$ cat src/rtl/ads131_spi_pkg.sv
// Shared types and ADS131A0X command words for the SPI frame engine.
package ads131_spi_pkg;

  typedef enum logic [2:0] {
    ST_IDLE,
    ST_ADC_RST,
    ST_CS_SETUP,
    ST_SHIFT,
    ST_CS_HOLD,
    ST_GAP
  } state_e;

  localparam logic [15:0] CMD_NULL     = 16'h0000;
  localparam logic [15:0] CMD_RESET    = 16'h0011;
  localparam logic [15:0] CMD_UNLOCK   = 16'h0655;
  localparam logic [15:0] CMD_WAKEUP   = 16'h0033;
  localparam logic [15:0] READY_STATUS = 16'hFF04;

  // Left-aligns a 16-bit command in a word_bits-wide word; result sits in the low word_bits bits.
  function automatic logic [31:0] cmd_word(input logic [15:0] cmd, input int unsigned word_bits);
    return {cmd, 16'h0000} >> (32 - word_bits);
  endfunction

endpackage

$ cat src/rtl/ads131_sclk_gen.sv
// SCLK generator: half-period counter with single-cycle strobes marking the cycle of each SCLK edge.
module ads131_sclk_gen #(
  parameter int CLK_DIV = 6
) (
  input  logic clk_i,
  input  logic rst_i,
  input  logic en_i,
  output logic sclk_o,
  output logic rise_o,
  output logic fall_o
);
  localparam int HW = $clog2(CLK_DIV);
  localparam logic [HW-1:0] HC_TC = HW'(CLK_DIV - 1);

  logic [HW-1:0] hc_q;
  logic          sclk_q;
  logic          tc;

  assign tc     = en_i && (hc_q == HC_TC);
  assign rise_o = tc && !sclk_q;
  assign fall_o = tc && sclk_q;
  assign sclk_o = sclk_q;

  // Disabled outside SHIFT so every frame starts from a full half-period with SCLK low.
  always_ff @(posedge clk_i) begin
    if (rst_i || !en_i) begin
      hc_q   <= '0;
      sclk_q <= 1'b0;
    end else if (tc) begin
      hc_q   <= '0;
      sclk_q <= ~sclk_q;
    end else begin
      hc_q <= hc_q + 1'b1;
    end
  end

endmodule

$ cat src/rtl/ads131_spi_frame_master.sv
// ADS131A0X SPI frame engine: shifts NUM_WORDS x WORD_BITS frames, streams rx words, drives the ADC reset pulse.
module ads131_spi_frame_master
  import ads131_spi_pkg::*;
#(
  parameter int WORD_BITS       = 24,
  parameter int NUM_WORDS       = 5,
  parameter int CLK_DIV         = 6,
  parameter int CPHA            = 1,
  parameter int CS_SETUP_CYCLES = 2,
  parameter int CS_HOLD_CYCLES  = 2,
  parameter int CS_GAP_CYCLES   = 4,
  parameter int RESET_CYCLES    = 250,
  localparam int FRAME_BITS = NUM_WORDS * WORD_BITS,
  localparam int IDX_W      = (NUM_WORDS > 1) ? $clog2(NUM_WORDS) : 1
) (
  input  logic                  system_clock,
  input  logic                  reset,
  input  logic                  start,
  input  logic [FRAME_BITS-1:0] tx_frame,
  input  logic                  adc_reset_req,
  output logic                  busy,
  output logic                  done,
  output logic                  rx_word_valid,
  output logic [WORD_BITS-1:0]  rx_word,
  output logic [IDX_W-1:0]      rx_word_index,
  output logic [FRAME_BITS-1:0] rx_frame,
  output logic                  SPI_MOSI,
  input  logic                  SPI_MISO,
  output logic                  SPI_CS,
  output logic                  SPI_SCLK,
  output logic                  SPI_RESET
);
  localparam int CMAX_A = (RESET_CYCLES > CS_SETUP_CYCLES) ? RESET_CYCLES : CS_SETUP_CYCLES;
  localparam int CMAX_B = (CS_HOLD_CYCLES > CS_GAP_CYCLES) ? CS_HOLD_CYCLES : CS_GAP_CYCLES;
  localparam int CMAX   = (CMAX_A > CMAX_B) ? CMAX_A : CMAX_B;
  localparam int CNT_W  = $clog2(CMAX + 1);
  localparam int BIT_W  = $clog2(WORD_BITS);

  localparam logic [CNT_W-1:0] RST_TC   = CNT_W'(RESET_CYCLES - 1);
  localparam logic [CNT_W-1:0] SETUP_TC = CNT_W'(CS_SETUP_CYCLES - 1);
  localparam logic [CNT_W-1:0] HOLD_TC  = CNT_W'(CS_HOLD_CYCLES - 1);
  localparam logic [CNT_W-1:0] GAP_TC   = CNT_W'(CS_GAP_CYCLES - 1);
  localparam logic [BIT_W-1:0] BIT_TC   = BIT_W'(WORD_BITS - 1);
  localparam logic [IDX_W-1:0] WORD_TC  = IDX_W'(NUM_WORDS - 1);

  state_e                state_q, state_d;
  logic [CNT_W-1:0]      cnt_q, cnt_d;
  logic                  cs_q, rstn_q, busy_q, done_q;
  logic [FRAME_BITS-1:0] tx_q, rx_acc_q, rx_frame_q;
  logic [WORD_BITS-1:0]  rx_word_q;
  logic [IDX_W-1:0]      rx_idx_q, word_q;
  logic [BIT_W-1:0]      bit_q;
  logic                  rv_q, mosi_q, fin_q;
  logic                  sclk, rise, fall;
  logic                  accept, samp, launch, last_edge, bit_last, word_last, frame_done, done_d;

  ads131_sclk_gen #(.CLK_DIV(CLK_DIV)) u_sclk (
    .clk_i  (system_clock),
    .rst_i  (reset),
    .en_i   (state_q == ST_SHIFT),
    .sclk_o (sclk),
    .rise_o (rise),
    .fall_o (fall)
  );

  assign accept    = (state_q == ST_IDLE) && start && !adc_reset_req;
  assign bit_last  = (bit_q == BIT_TC);
  assign word_last = (word_q == WORD_TC);
  assign samp      = (CPHA != 0) ? fall : rise;
  // With CPHA=0 the last sample precedes the last fall, so a flag remembers it.
  assign last_edge = fall && ((CPHA != 0) ? (word_last && bit_last) : fin_q);
  assign launch    = (CPHA != 0) ? rise : (fall && !last_edge);

  always_comb begin
    state_d = state_q;
    cnt_d   = '0;
    unique case (state_q)
      ST_IDLE:
        if (adc_reset_req)  state_d = ST_ADC_RST;
        else if (start)     state_d = ST_CS_SETUP;
      ST_ADC_RST:
        if (cnt_q == RST_TC) state_d = ST_IDLE;
        else                 cnt_d   = cnt_q + 1'b1;
      ST_CS_SETUP:
        if (cnt_q == SETUP_TC) state_d = ST_SHIFT;
        else                   cnt_d   = cnt_q + 1'b1;
      ST_SHIFT:
        if (last_edge) state_d = ST_CS_HOLD;
      ST_CS_HOLD:
        if (cnt_q == HOLD_TC) state_d = ST_GAP;
        else                  cnt_d   = cnt_q + 1'b1;
      ST_GAP:
        if (cnt_q == GAP_TC) state_d = ST_IDLE;
        else                 cnt_d   = cnt_q + 1'b1;
      default: state_d = ST_IDLE;
    endcase
  end

  assign frame_done = (state_d == ST_GAP) && (cnt_d == GAP_TC);
  assign done_d     = frame_done || ((state_q == ST_ADC_RST) && (cnt_q == RST_TC));

  // Pin and handshake outputs are registered from the next state so they change cleanly with it.
  always_ff @(posedge system_clock) begin
    if (reset) begin
      state_q <= ST_IDLE;
      cnt_q   <= '0;
      cs_q    <= 1'b1;
      rstn_q  <= 1'b1;
      busy_q  <= 1'b0;
      done_q  <= 1'b0;
    end else begin
      state_q <= state_d;
      cnt_q   <= cnt_d;
      cs_q    <= !(state_d inside {ST_CS_SETUP, ST_SHIFT, ST_CS_HOLD});
      rstn_q  <= (state_d != ST_ADC_RST);
      busy_q  <= (state_d != ST_IDLE);
      done_q  <= done_d;
    end
  end

  always_ff @(posedge system_clock) begin
    if (reset) begin
      tx_q       <= '0;
      rx_acc_q   <= '0;
      rx_frame_q <= '0;
      rx_word_q  <= '0;
      rx_idx_q   <= '0;
      rv_q       <= 1'b0;
      mosi_q     <= 1'b0;
      bit_q      <= '0;
      word_q     <= '0;
      fin_q      <= 1'b0;
    end else begin
      rv_q <= 1'b0;
      // CPHA=0 presents the first bit already during CS setup.
      if (accept) begin
        tx_q     <= (CPHA != 0) ? tx_frame : (tx_frame << 1);
        mosi_q   <= (CPHA != 0) ? 1'b0 : tx_frame[FRAME_BITS-1];
        bit_q    <= '0;
        word_q   <= '0;
        fin_q    <= 1'b0;
        rx_acc_q <= '0;
      end else if (state_d inside {ST_IDLE, ST_ADC_RST, ST_GAP}) begin
        mosi_q <= 1'b0;
      end else if (launch) begin
        mosi_q <= tx_q[FRAME_BITS-1];
        tx_q   <= tx_q << 1;
      end
      if (samp) begin
        rx_acc_q <= {rx_acc_q[FRAME_BITS-2:0], SPI_MISO};
        if (bit_last) begin
          bit_q     <= '0;
          rv_q      <= 1'b1;
          rx_word_q <= {rx_acc_q[WORD_BITS-2:0], SPI_MISO};
          rx_idx_q  <= word_q;
          if (word_last) fin_q  <= 1'b1;
          else           word_q <= word_q + 1'b1;
        end else begin
          bit_q <= bit_q + 1'b1;
        end
      end
      if (frame_done) rx_frame_q <= rx_acc_q;
    end
  end

  assign busy          = busy_q;
  assign done          = done_q;
  assign rx_word_valid = rv_q;
  assign rx_word       = rx_word_q;
  assign rx_word_index = rx_idx_q;
  assign rx_frame      = rx_frame_q;
  assign SPI_MOSI      = mosi_q;
  assign SPI_CS        = cs_q;
  assign SPI_SCLK      = sclk;
  assign SPI_RESET     = rstn_q;

endmodule
$ cat config.mk
export PLATFORM = sky130hd
export DESIGN_NAME = ads131_spi_frame_master
export DESIGN_NICKNAME = d
export VERILOG_FILES = /design/src/rtl/ads131_spi_pkg.sv /design/src/rtl/ads131_sclk_gen.sv /design/src/rtl/ads131_spi_frame_master.sv
export SDC_FILE = /design/constraint.sdc
export NUM_CORES = 1
export LEC_CHECK = 0
export CAP_MARGIN = 40
export CORE_MARGIN = 2
export CORE_UTILIZATION = 53
export DETAILED_ROUTE_END_ITERATION = 7
export GPL_ROUTABILITY_DRIVEN = 0
export PLACE_DENSITY_LB_ADDON = 0.12
export SETUP_SLACK_MARGIN = 0.3
export SLEW_MARGIN = 40
export SYNTH_ARGS = -nofsm -noshare
export SYNTH_HDL_FRONTEND = slang
export SYNTH_SLANG_ARGS = --single-unit
$ cat constraint.sdc
create_clock -name system_clock -period 2.85 [get_ports system_clock]
set_input_delay 0.57 -clock system_clock [delete_from_list [all_inputs] [get_ports system_clock]]
set_output_delay 0.57 -clock system_clock [all_outputs]
set_load 0.01 [all_outputs]
==> results.md <==
- Status: finished clean
- P&R area growth vs syn: 27.1%
- TritonCTS Buffers: 44
- Total core area: 31500 µm²
- Final Max Slew Viols: 0
- H-tree levels: 2
- R2r endpoint: rx_frame[48]
- Cell variety after synth: 44
- Initial core utilization: 0.538
- CTS Hold Bufs: 0
- Hold path cells: 2
- Peak supply drop: 0.000431 V
- Seq cells post-synth: 416
- Most frequent cells in the layout: 414 x dfxtp_1, 277 x clkdlybuf4s50_1, 270 x nor2_1
- Endpoint type of the worst setup path: flip-flop
- Via/cell ratio: 5.36
- Worst EP required: 3.31 ns
- Die W: 183 µm
- First-pass GRT wire length: 59.7 mm
- Pwr/cell area: 572 nW/µm²
- Yosys warnings: 0
- Routed WL per cell: 15.5 µm
- Die area: 33400 µm²
- Area of the multi-input gates: 7860 µm²
- Drt pass-1 iters: 6
- Maximum clock insertion buffer count: 3
- Minimum clock period: 2.47 ns
- Root buf cell: clkbuf_16
- Fin nets: 2097
- Slowest CP cell: a2111o_1
- MaxCap Viol Count: 0
- Post-route ant nets: 0
- Post-synth EDFFs: 0
- Delay-heaviest family, CP: simple AND/OR/NAND/NOR gates
- Post-route cell area: 21500 µm²
- Crit-path cells: ha_2 -> nor4b_1 -> a2111o_1 -> o21ai_2 -> nor3_4 -> nor4_4 -> buf_4 -> clkbuf_16 -> buf_16 -> mux2i_1
- Final Hold Fails: 0
- Post-synthesis area per instance: 9.66 µm²
- CP startpoint: cnt_q[0]
- Antenna Cells: 0
- Io pins: 279
- Period utilisation layout: 0.866
- Commonest non-fill, non-tap cell in the layout: dfxtp_1
- DRC Markers: 0
- Leak Pwr: 7.04 nW
- Core Rows: 65
- Fraction of registers with async set or reset after synthesis: 0
- Largest net degree at the start of global routing: 86
- Total grt overflow: 0
- Buffers on Ports: 278
- Top_reg_cell synth: dfxtp_1
- Crit path to: rx_frame[48]
- Setup CP Type: flip-flop to flip-flop
- Max stage delay on crit path: 0.40 ns
- Critical path peak fanout: 17
- Filler Cells Inserted: 2493
- Worst hold path class: input port to flip-flop
- Worst-Skew Late Latency: 0.53 ns
- Cell Area, Placed: 19900 µm²
- Cells after Synth: 1751
- CTS tree: yes
- Syn Nets: 1883
- Slew HR: 0.610
- R2R Setup Slk: 0.38 ns
- Die height: 183 µm
- Share of cells above drive strength 1: 0.0630
- R2r startpoint: cnt_q[0]
- Total track usage: 0.213
- Vias in the first global route: 12.1k
- Clock transition at path regs: 0.06 ns
- Stages on worst setup path: 10
- TritonCTS Sinks: 416
- Critical path arrival: 2.93 ns
- Sequential share of the synthesized area: 0.492
- Drt total wl: 37.2 mm
- Starting DRT DRC Count: 772
- Final setup vio count: 0
- Worst-Margin Slew: 0.586 ns
- RSZ-0062 raised after global routing: false
- Bufs and invs on worst path: 3
- Initial antenna violation count: 0
- DP HPWL: 23.6 mm
- Clock skew: 0.0162 ns
- Synth Cell Area: 16900 µm²
- DR vias: 12.9k
- Register-to-Register Path Depth: 10
- F_max: 405 MHz
- Startpoint types: flip-flop
- Sequential cell area: 8330 µm²
- Setup TNS: 0 ns
[sequential cells by signal (all words and copies together), names as in the netlist]
register       flops
u_sclk.hc_q        3
rx_word           24
SPI_RESET          1
rx_acc_q         120
rx_word_index      3
u_sclk.sclk_o      1
word_q             3
cnt_q              8
state_q            3
SPI_CS             1
bit_q              5
rx_word_valid      1
rx_frame         120
SPI_MOSI           1
busy               1
tx_q             120
done               1
[worst min path at each step]
stage | slack (ns) | startpoint | end
after global routing | 0.45 | reset | rx_acc_q[87]
after detailed placement | 0.45 | rx_word[20] | rx_word[20]
after floorplan | 0.42 | u_sclk.hc_q[0] | u_sclk.hc_q[0]
final | 0.44 | reset | rx_acc_q[94]
after global placement | 0.43 | u_sclk.hc_q[0] | u_sclk.hc_q[0]
after CTS | 0.43 | reset | state_q[1]
[report_power, final]
part           internal, mW  switching (mW)  leakage, nW
Combinational         0.403           0.392         2.99
Clock                  3.24            2.19        0.681
Sequential             5.97          0.0875         3.37
[through the flow]
step           hold WS [ns]  power [mW]  std cells   util  setup slack (ns)
4_1_cts               0.432        12.4       2395  0.678             0.306
2_1_floorplan         0.421        6.64       1751      -             0.538
5_1_grt               0.453        12.8       2401  0.683             0.295
6_report              0.441        12.3       2401  0.683             0.381
3_5_place_dp          0.446        6.98       2313  0.633             0.223
3_3_place_gp          0.434        6.96       2313  0.633             0.260
[logic make-up after synthesis]
logic type / Yosys count / synth area share
flip-flops: 416 / 0.492
AO/OA/AOI/OAI: 295 / 0.125
multiplexers: 241 / 0.143
AND/OR/NAND/NOR: 620 / 0.181
buffers and inverters: 160 / 0.0472
adder cells (fa/ha/maj): 7 / 0.00518
XOR/XNOR: 12 / 0.00621
[timing repair]
item                       CTS  global route
gates cloned                 1             4
hold endpoints to repair     0             0
pin swaps                    0             3
buffers inserted             1             2
resized for setup            4            11
setup endpoints to repair   55           111
[routing by layer]
metal / track usage / wire [µm]
met1: 0.290 / 17100
met3: 0.0401 / 1990
met4: 0.0558 / 729
met5: 0 / 0
met2: 0.349 / 17300
[area by class of cell]
| class | instances | share of cell area |
|---|---|---|
| Sequential cell | 416 | 0.387 |
| Multi-Input combinational cell | 1175 | 0.365 |
| Timing Repair Buffer | 320 | 0.158 |
| Clock buffer | 73 | 0.0614 |
| Tap cell | 402 | 0.0234 |
| Clock inverter | 7 | 0.00314 |
| Inverter | 8 | 0.00140 |
[Yosys cell counts (all sizes together) (3+ instances only)]
library cell | instances | share of area
nor2 | 274 | 0.061
a211oi | 122 | 0.054
dfxtp | 416 | 0.49
nor3 | 7 | 0.0034
nand3 | 7 | 0.0021
mux2i | 240 | 0.14
or3 | 4 | 0.0015
xor2 | 4 | 0.0021
a21oi | 35 | 0.010
nor4 | 5 | 0.0031
ha | 7 | 0.0052
and3 | 3 | 0.0011
or2 | 3 | 0.0011
o21ai | 5 | 0.0015
nand2 | 69 | 0.015
a22oi | 121 | 0.054
a31oi | 4 | 0.0015
buf | 35 | 0.020
clkbuf | 117 | 0.026
inv | 8 | 0.0018
nand2b | 241 | 0.089
xnor2 | 8 | 0.0041
Note: power is estimated with default switching activity, not from simulation.
